`config.mk`:
```
export PLATFORM = sky130hd
export DESIGN_NAME = instr_issuer
export DESIGN_NICKNAME = d
export VERILOG_FILES = /design/src/rtl/instr_issuer.sv
export SDC_FILE = /design/constraint.sdc
export NUM_CORES = 1
export LEC_CHECK = 0
export CAP_MARGIN = 10
export CELL_PAD_IN_SITES_DETAIL_PLACEMENT = 1
export CELL_PAD_IN_SITES_GLOBAL_PLACEMENT = 1
export CORE_MARGIN = 2
export CORE_UTILIZATION = 29
export CTS_BUF_LIST = sky130_fd_sc_hd__clkbuf_2
export CTS_CLUSTER_DIAMETER = 200
export DETAILED_ROUTE_END_ITERATION = 10
export PLACE_DENSITY_LB_ADDON = 0.08
export REMOVE_ABC_BUFFERS = 1
export SETUP_SLACK_MARGIN = 0.02
export SYNTH_ARGS = -nofsm -noshare
export SYNTH_HDL_FRONTEND = slang
export SYNTH_SLANG_ARGS = --single-unit
```
`constraint.sdc`:
```
create_clock -name clk -period 4.6 [get_ports clk]
set_input_delay 0.92 -clock clk [delete_from_list [all_inputs] [get_ports clk]]
set_output_delay 0.92 -clock clk [all_outputs]
set_load 0.005 [all_outputs]
```
`src/rtl/instr_issuer.sv`:
```
// Instruction issuer: fetches a block of instruction words from synchronous memory
// and pushes them to the controller's decoder queue under credit-based flow control.
module instr_issuer #(
    parameter int unsigned INSTR_SIZE = 32,
    parameter int unsigned ADDR_W     = 10,
    parameter int unsigned CNT_W      = 10,
    parameter int unsigned CREDITS    = 4
) (
    input  logic                  clk,
    input  logic                  rst,
    input  logic                  cmd_valid,
    output logic                  cmd_ready,
    input  logic [ADDR_W-1:0]     cmd_base,
    input  logic [CNT_W-1:0]      cmd_count,
    output logic                  mem_rd_en,
    output logic [ADDR_W-1:0]     mem_addr,
    input  logic [INSTR_SIZE-1:0] mem_rdata,
    output logic                  instr_valid,
    output logic [INSTR_SIZE-1:0] instr,
    input  logic                  rd_nxt_inst,
    output logic                  busy,
    output logic                  done,
    output logic                  credit_err
);

    localparam int unsigned CR_W = $clog2(CREDITS + 1);
    localparam logic [CR_W-1:0] CR_MAX = CR_W'(CREDITS);

    typedef enum logic [1:0] {IDLE, FETCH, DRAIN} state_t;

    state_t            state, state_next;
    logic [ADDR_W-1:0] addr_ptr, addr_next;
    logic [CNT_W-1:0]  remaining, remaining_next;
    logic [CR_W-1:0]   credits, credits_next;
    logic              rd_pending;
    logic              done_next;
    logic              ret_ok;
    logic              err_set;
    logic              err_clr;

    assign mem_addr    = addr_ptr;
    assign instr_valid = rd_pending;
    assign instr       = mem_rdata;

    always_comb begin
        cmd_ready = (state == IDLE);
        busy      = (state == FETCH) || (state == DRAIN);
        mem_rd_en = (state == FETCH) && (remaining != '0) && (credits != '0);
        // A return with a full pool is only legal if a read is consuming a credit this cycle
        ret_ok       = rd_nxt_inst && (mem_rd_en || (credits != CR_MAX));
        err_set      = rd_nxt_inst && !ret_ok;
        credits_next = credits - CR_W'(mem_rd_en) + CR_W'(ret_ok);
    end

    always_comb begin
        state_next     = state;
        addr_next      = addr_ptr;
        remaining_next = remaining;
        done_next      = 1'b0;
        err_clr        = 1'b0;
        case (state)
            IDLE: begin
                if (cmd_valid) begin
                    addr_next      = cmd_base;
                    remaining_next = cmd_count;
                    err_clr        = 1'b1;
                    if (cmd_count == '0) begin
                        done_next = 1'b1;
                    end else begin
                        state_next = FETCH;
                    end
                end
            end
            FETCH: begin
                if (mem_rd_en) begin
                    addr_next      = addr_ptr + ADDR_W'(1);
                    remaining_next = remaining - CNT_W'(1);
                    if (remaining == CNT_W'(1)) begin
                        state_next = DRAIN;
                    end
                end
            end
            DRAIN: begin
                if (!rd_pending && (credits_next == CR_MAX)) begin
                    done_next  = 1'b1;
                    state_next = IDLE;
                end
            end
            default: state_next = IDLE;
        endcase
    end

    always_ff @(posedge clk or negedge rst) begin
        if (!rst) begin
            state      <= IDLE;
            addr_ptr   <= '0;
            remaining  <= '0;
            credits    <= CR_MAX;
            rd_pending <= 1'b0;
            done       <= 1'b0;
            credit_err <= 1'b0;
        end else begin
            state      <= state_next;
            addr_ptr   <= addr_next;
            remaining  <= remaining_next;
            credits    <= credits_next;
            rd_pending <= mem_rd_en;
            done       <= done_next;
            if (err_set) begin
                credit_err <= 1'b1;
            end else if (err_clr) begin
                credit_err <= 1'b0;
            end
        end
    end

endmodule

```
Yosys cells after proc, flatten, opt, wreduce, memory -nomap -nowiden
Cells that the tools add are included.
{"block": "word_totals", "mem_bits_ro": 0, "elab_cells": 58, "output_inout_bits": 48, "n_memories": 0, "latch_bits": 0, "ramBits": 0, "reg_bits": 28}
{"block": "op_classes", "n_addsub": 4, "mux": 20, "reduce_logical": 17, "multipliers": 0, "bitwise": 0, "magnitude_cmp": 0, "n_shift": 0, "div_mod_pow": 0, "n_eq_ne": 10}
{"cell": "two-way mux 10 bit", "n": 4}
{"cell": "case mux 10 bit (2 select lines)", "n": 2}
{"cell": "adder 10 x 1 -> 10 bit, second input constant", "n": 1}
{"cell": "== test 10 x 1 -> 1 bit, second input constant", "n": 1}
{"cell": "logical NOT 10 bit", "n": 1}
{"cell": "two-way mux 2 bit", "n": 5}
{"cell": "nonzero test 10 bit", "n": 1}
{"cell": "subtractor 10 x 1 -> 10 bit, second input constant", "n": 1}
{"cell": "two-way mux 1 bit", "n": 7}
{"cell": "inequality test 2 bit, second input constant", "n": 3}
{"cell": "case mux 2 bit (3 select lines)", "n": 1}
{"cell": "logical AND 1 bit", "n": 5}
{"cell": "AND reduction 5 bit", "n": 1}
{"cell": "inequality test 2 x 1 -> 1 bit, second input constant", "n": 2}
{"cell": "nonzero test 2 bit", "n": 2}
{"cell": "adder 3 x 1 -> 3 bit", "n": 1}
{"cell": "== test 3 bit, second input constant", "n": 1}
{"cell": "inequality test 3 bit, second input constant", "n": 1}
{"cell": "AND reduction 3 bit", "n": 1}
{"cell": "nonzero test 3 bit", "n": 1}
{"cell": "subtractor 3 x 1 -> 3 bit", "n": 1}
{"cell": "== test 2 x 1 -> 1 bit, second input constant", "n": 1}
{"cell": "== test 2 bit, second input constant", "n": 1}
{"cell": "logical NOT 1 bit", "n": 2}
{"cell": "other kinds (3)", "n": 4}

Depth between registers and ports, before layout
Gate-level depths: netlist of the first run.
{"block": "depth", "ltp_word": 10, "mapped_depth": 16, "ltp_nobuf": 16}

Least setup slack after synthesis of the first run
No wires, ideal clock.
{"block": "synth_timing", "path_kind": "reg2reg", "start": "reg remaining[0]", "end": "reg state[1]", "synth_period_minus_slack_ps": 3685, "path_slack_ps": 915, "n_path_buf": 0, "arrival_time_ps": 3558, "t_required_ps": 4473, "stages_incl_launch_ff": 16, "setup_time_ps": 127, "cell_sequence": "dfrtp_1 > inv_1 > ha_1 > or4b_1 > o31ai_1 > nor2_1 > ha_1 > inv_1 > ha_1 > inv_1 > fa_1 > xor3_1 > nand3_1 > a221o_1 > a21oi_2 > mux2_1"}
{"block": "synth_via", "elab_chain_len": 10, "elab_cells_between_ends": 14, "cone_classes": "2 x add/sub; 5 x eq/ne; 7 x reduce/logical"}
{"element": "from (decl)", "line": "33", "rtl": "logic [CNT_W-1:0] remaining, remaining_next;"}
{"element": "from (signal assigned)", "line": "105", "rtl": "remaining <= remaining_next;"}
{"element": "nonzero test 10 bit (*)", "line": "48", "rtl": "mem_rd_en = (state == FETCH) && (remaining != '0) && (credits != '0);"}
{"element": "logical AND 1 bit (*) (2 in a row)", "line": "48"}
{"element": "net mem_rd_en", "line": "15", "rtl": "output logic mem_rd_en,"}
{"element": "branches (longest 2 deep; another with subtractor 3 x 1 -> 3 bit)"}
{"element": "adder 3 x 1 -> 3 bit (*)", "line": "52", "rtl": "credits_next = credits - CR_W'(mem_rd_en) + CR_W'(ret_ok);"}
{"element": "net credits_next[2]", "line": "34", "rtl": "logic [CR_W-1:0] credits, credits_next;"}
{"element": "== test 3 bit (*)", "line": "84", "rtl": "if (!rd_pending && (credits_next == CR_MAX)) begin"}
{"element": "logical AND 1 bit (*)", "line": "84"}
{"element": "inequality test 2 x 1 -> 1 bit (no source line) (*)"}
{"element": "AND reduction 5 bit (no source line) (*)"}
{"element": "to (signal assigned)", "line": "103", "rtl": "state <= state_next;"}
{"element": "to (decl)", "line": "31", "rtl": "state_t state, state_next;"}
Mark *: on every way through the listed nets, which the timed path passes.
A chain may end at the register's enable or synchronous reset.

Worst setup path in the final report of the first run
{"block": "layout_timing", "start": "reg remaining[0]", "end": "reg state[1]"}
{"block": "layout_via", "elab_chain_len": 10, "elab_cells_between_ends": 14, "cone_classes": "2 x add/sub; 5 x eq/ne; 7 x reduce/logical"}
{"element": "nonzero test 10 bit (*)", "line": "48"}
{"element": "logical AND 1 bit (*) (2 in a row)", "line": "48"}
{"element": "branches (longest 2 deep; another with subtractor 3 x 1 -> 3 bit)"}
{"element": "adder 3 x 1 -> 3 bit (*)", "line": "52"}
{"element": "net credits_next[2]", "line": "34"}
{"element": "== test 3 bit (*)", "line": "84"}
{"element": "logical AND 1 bit (*)", "line": "84"}
{"element": "inequality test 2 x 1 -> 1 bit (no source line) (*)"}
{"element": "AND reduction 5 bit (no source line) (*)"}
Marked as above.

==> results of run 1 <==
[area by class of cell]
class,instances,area share
clock buffers,3,0.006518
clock inverters,1,0.001630
inverters,15,0.02444
multi-input cells,155,0.4313
flip-flops and latches,28,0.3047
well taps,96,0.05215
repair buffers,42,0.1793
[per-layer routing]
metal  share of wire  GRT usage
met1            0.48     0.2541
met2            0.42     0.2534
met3           0.097    0.09519
met4          0.0047    0.02797
met5               0    0.05844
[through the flow]
| stage | instances | power (mW) | utilization |
|---|---|---|---|
| floorplan | 198 | 1.117 | - |
| global placement | 336 | 1.520 | 0.3363 |
| detailed placement | 336 | 1.526 | 0.3363 |
| CTS | 340 | 1.631 | 0.3390 |
| global route | 340 | 1.782 | 0.3390 |
| finish | 340 | 1.607 | 0.3390 |
[power by group through the flow]
stage | registers [mW] | clock network, mW | logic [mW]
detailed placement | 0.534 | 0 | 0.993
global route | 0.555 | 0.119 | 1.11
floorplan | 0.497 | 0 | 0.620
global placement | 0.536 | 0 | 0.984
CTS | 0.527 | 0.110 | 0.994
finish | 0.528 | 0.104 | 0.975
[state kept, by name (all words and copies together), names as in the netlist]
register     flops
credit_err       1
credits          3
done             1
instr_valid      1
mem_addr        10
remaining       10
state            2
[worst max-delay path: stages (launching register included)]
cell     delay (ps)
dfrtp_1         510
inv_1           100
ha_1            220
or4b_1          550
o31ai_1         310
nand3_1         140
nand2_1         100
ha_1            220
inv_1            60
ha_1            130
inv_1            40
fa_1            360
xor3_1          230
nand3_1         100
a221o_1         400
a21oi_2         120
mux2_1          320
[cell families after synthesis]
logic type               Yosys count  synth area share
multiplexers                       3           0.01544
XOR/XNOR                           1           0.01173
AO/OA/AOI/OAI                     51            0.1705
flip-flops                        28            0.3465
adder cells (fa/ha/maj)           10           0.06547
AND/OR/NAND/NOR                   90            0.2248
buffers and inverters             57            0.1655
[Yosys cell counts (all sizes together) (8+ instances only)]
| cell type | n |
|---|---|
| a21oi | 11 |
| buf | 34 |
| clkbuf | 8 |
| dfrtp | 27 |
| ha | 9 |
| inv | 15 |
| nand2 | 22 |
| nand3 | 11 |
| nor2 | 24 |
| nor3 | 12 |
| o21ai | 12 |
| o22ai | 8 |
[worst paths after layout]
path | slack [ps] | cells after the start | end | from
min in group asynchronous | 860 | 2 | remaining[1] | rst
worst max-delay path | 620 | 16 | state[1] | remaining[0]
max in group asynchronous | 3400 | 2 | credits[2] | rst
worst max register to register | 620 | 16 | state[1] | remaining[0]
worst min register to register | 540 | 2 | credit_err | credit_err
worst min-delay path | 540 | 2 | credit_err | credit_err
==> results.json, run 1 <==
{
  "p_leak_nw": 0.9398,
  "worst_pin_slew_ps": 595.5,
  "avgSynthCellArea_um2": 8.440,
  "fin_hold_ws_ps": 539.4,
  "ctsHoldBuffers": 0,
  "grt_start_max_net_pins": 33,
  "post_dp_cell_area_mm2": 0.002285,
  "num_antenna_cells": 0,
  "syn_area_mm2": 0.002026,
  "hpwl_um": 4897,
  "grt_use_total": 0.1833,
  "antenna_found_initial": 0,
  "place_congestion": 0.7318,
  "yosysUniqueCellTypes": 49,
  "fin_tns_setup_ps": 0,
  "num_vias": 1751,
  "fin_crit_sh": 0.8657,
  "synth_top_area_frac": 0.3335,
  "cts_tree": "built",
  "cp.arrival_ps": 4300,
  "vias_per_cell": 5.150,
  "clock_latency_ps": 390,
  "worst_setup_path_start_kind": "flop",
  "ys_async_sr_fraction": 1.000,
  "p_clk_frac": 0.065,
  "grt_pass1_vias": 1764,
  "cts.sinks": 28,
  "ys_seq_area_frac": 0.3465,
  "final_common_cell": "clkdlybuf4s50_1",
  "cts_setup_buffers": 0,
  "cts_max_level": 1,
  "synth_area_leader_cell": "dfrtp_1",
  "postSynthCellCount": 240,
  "worstPathMaxFanout": 6,
  "drcViolationCount": 0,
  "rsz0062_at_grt": "no",
  "clkTransAtPathRegs_ps": 310,
  "final_antenna_net_count": 0,
  "clk_path_buf_depth": 2,
  "multi_input_area_um2": 993.5,
  "rows": 30,
  "seq_area_um2": 701.9,
  "drt-pass1-iter-count": 4,
  "p_int_mw": 0.8571,
  "hold_class": "flop to flop",
  "ioPinCount": 104,
  "dieArea_mm2": 0.007669,
  "maxCapViolations": 0,
  "ys_warn_count": 0,
  "final_nets": 311,
  "cts_resized": 0,
  "status": "finished, final reports clean",
  "routed_wirelength_um": 6749,
  "min_period_ps": 3982,
  "die_h_um": 87.58,
  "gr-total-overflow": 0,
  "grt_first_pass_wirelength_um": 10490,
  "synth.area.top_cells": "dfrtp_1 33%, buf_4 12%, ha_1 5.6%",
  "net-switching-power_mw": 0.7497,
  "drv_slew": 0,
  "core_area_mm2": 0.006794,
  "combPwrFrac": 0.607,
  "initialDrtViolationCount": 60,
  "ir_worst_vdd_v": 0.0001991,
  "setup_viol": 0,
  "power_frac_seq": 0.328,
  "final_area_mm2": 0.002303,
  "cp.required_ps": 4920,
  "endpoint_kind": "flop",
  "synth_edf_count": 0,
  "io_buffers": 39,
  "slew_headroom": 0.5974,
  "start_util": 0.2982,
  "fp.dieW_um": 87.58,
  "synth-seq-cells": 28,
  "area_growth_pct": 13.71,
  "skew_ps": 14.54,
  "hold_viol": 0,
  "final_cell_mix": "39 x clkdlybuf4s50_1, 27 x dfrtp_1, 24 x nor2_1",
  "cts-root-buf": "clkbuf_2",
  "cts_made_buffers": 3,
  "ys.flop_type": "dfrtp_1",
  "fmax_mhz": 251.1,
  "setup_ws_ps": 618.0,
  "fill_cells": 811,
  "pre_cts_slack_ps": 643.6,
  "p_per_area_mw_per_mm2": 697.6,
  "drive_above_1_share": 0.06148,
  "wire_per_inst_um": 19.85,
  "critPathKind": "flop to flop",
  "switching_share": 0.4666
}
(Power assumes the default switching activity.)
==> run 2, diff against run 1 <==
- CORE_UTILIZATION: 29 -> 31
- CTS_CLUSTER_SIZE: default -> 10
- TNS_END_PERCENT: default -> 100
- clock period: 4.6 -> 4.7 ns (I/O delays scaled with it)
==> run 2 against run 1 <==
Final area down 1.0%; critical path type unchanged; core utilization up 2.0 points; maximum frequency down 0.59%.
==> results.json, run 2 (synthesized netlist as in run 1, its figures left out) <==
{
  "status": "finished, final reports clean",
  "power_frac_seq": 0.332,
  "endpoint_kind": "flop",
  "drcViolationCount": 0,
  "ctsHoldBuffers": 0,
  "io_buffers": 39,
  "dp_cells": 317,
  "fp.dieW_um": 84.84,
  "cts_made_buffers": 3,
  "cp.arrival_ps": 4320,
  "seq_area_um2": 701.9,
  "cts_resized": 0,
  "final_nets": 311,
  "multi_input_area_um2": 993.5,
  "die_h_um": 84.84,
  "p_int_mw": 0.8378,
  "grt_start_max_net_pins": 33,
  "final_antenna_net_count": 0,
  "antenna_found_initial": 0,
  "routed_wirelength_um": 6429,
  "final_common_cell": "clkdlybuf4s50_1",
  "skew_ps": 6.823,
  "fin_tns_setup_ps": 0,
  "worstPathMaxFanout": 6,
  "start_util": 0.3190,
  "use_met3": 0.1002,
  "cts.sinks": 28,
  "fin_crit_sh": 0.8523,
  "clkTransAtPathRegs_ps": 280,
  "switching_share": 0.4587,
  "num_vias": 1740,
  "power.total_mw": 1.548,
  "instances_no_fill": 321,
  "maxCapViolations": 0,
  "net-switching-power_mw": 0.7098,
  "hold_viol": 0,
  "pre_cts_slack_ps": 702.4,
  "worst_setup_path_start_kind": "flop",
  "cts_tree": "built",
  "p_clk_frac": 0.062,
  "fmax_mhz": 249.6,
  "initialDrtViolationCount": 80,
  "drt-pass1-iter-count": 4,
  "drive_above_1_share": 0.06148,
  "setup_viol": 0,
  "hpwl_um": 4847,
  "drv_slew": 0,
  "grt_pass1_vias": 1766,
  "vias_per_cell": 5.421,
  "fill_cells": 743,
  "clk_path_buf_depth": 2,
  "gr-total-overflow": 0,
  "met2_usage": 0.2498,
  "worst_pin_slew_ps": 561.8,
  "ir_worst_vdd_v": 0.0002520,
  "rows": 29,
  "p_leak_nw": 0.9398,
  "place_congestion": 0.7826,
  "slew_headroom": 0.6202,
  "combPwrFrac": 0.606,
  "dieArea_mm2": 0.007197,
  "num_antenna_cells": 0,
  "cts-root-buf": "clkbuf_2",
  "min_period_ps": 4006,
  "rsz0062_at_grt": "no",
  "clock_latency_ps": 380,
  "ioPinCount": 104,
  "cts_setup_buffers": 0,
  "area_growth_pct": 12.54,
  "top_usage_layer": "met1",
  "p_per_area_mw_per_mm2": 678.9,
  "final_cell_mix": "39 x clkdlybuf4s50_1, 27 x dfrtp_1, 24 x nor2_1",
  "hold_class": "flop to flop",
  "core_area_mm2": 0.006350,
  "cts_max_level": 1,
  "grt_first_pass_wirelength_um": 10160,
  "critPathKind": "flop to flop",
  "setup_ws_ps": 694.2,
  "cp.required_ps": 5010,
  "grt_use_total": 0.1835,
  "wire_per_inst_um": 20.03,
  "use_met1": 0.2530
}
-- run 2: cell counts in the layout (fill, tap and decap cells not counted) --
No cell type changed its count.
-- run 2: cell type report --
class	instances	share of cell area
Sequential cell	28	0.3079
Clock inverter	1	0.001647
Clock buffer	3	0.006586
Timing Repair Buffer	42	0.1811
Multi-Input combinational cell	155	0.4358
Tap cell	77	0.04226
Inverter	15	0.02470
-- run 2: critical path, stage by stage, from the launching register on --
cell	delay, ps
dfrtp_1	500
inv_1	100
ha_1	220
or4b_1	560
o31ai_1	360
nand3_1	140
nand2_1	100
ha_1	220
inv_1	60
ha_1	130
inv_1	40
fa_1	360
xor3_1	220
nand3_1	100
a221o_1	400
a21oi_2	120
mux2_1	320
-- run 2: routing by layer --
| metal | vias to the layer above | wire [um] | share of wire |
|---|---|---|---|
| met3 | 6 | 620 | 0.096 |
| li1 | 825 | - | - |
| met1 | 839 | 3122 | 0.49 |
| met5 | - | 29 | 0.0045 |
| met2 | 68 | 2621 | 0.41 |
| met4 | 2 | 36 | 0.0056 |
-- run 2: through the flow --
| stage | instance area [um2] | hold WS (ps) | util |
|---|---|---|---|
| 6_report | 2280 | 554.2 | 0.3590 |
| 5_1_grt | 2280 | 588.6 | 0.3590 |
| 4_1_cts | 2280 | 566.9 | 0.3590 |
| 3_5_place_dp | 2261 | 510.2 | 0.3561 |
| 3_3_place_gp | 2261 | 486.7 | 0.3561 |
| 2_1_floorplan | 1747 | 470.1 | - |
-- run 2: path summary, 6_finish.rpt --
kind | startpoint | endpoint | slack [ps] | cells after the start
setup / recovery | remaining[0] | state[1] | 690 | 16
hold / removal | credit_err | credit_err | 550 | 2
setup reg to reg | remaining[0] | state[1] | 690 | 16
hold reg to reg | credit_err | credit_err | 550 | 2
max in group asynchronous | rst | credits[2] | 3490 | 2
min in group asynchronous | rst | remaining[4] | 890 | 2
-- run 2: power by group through the flow --
stage / clock network, mW / logic, mW / registers, mW
6_report: 0.0962 / 0.938 / 0.514
5_1_grt: 0.113 / 1.06 / 0.541
4_1_cts: 0.104 / 0.961 / 0.516
3_5_place_dp: 0 / 0.957 / 0.522
3_3_place_gp: 0 / 0.951 / 0.523
2_1_floorplan: 0 / 0.606 / 0.486
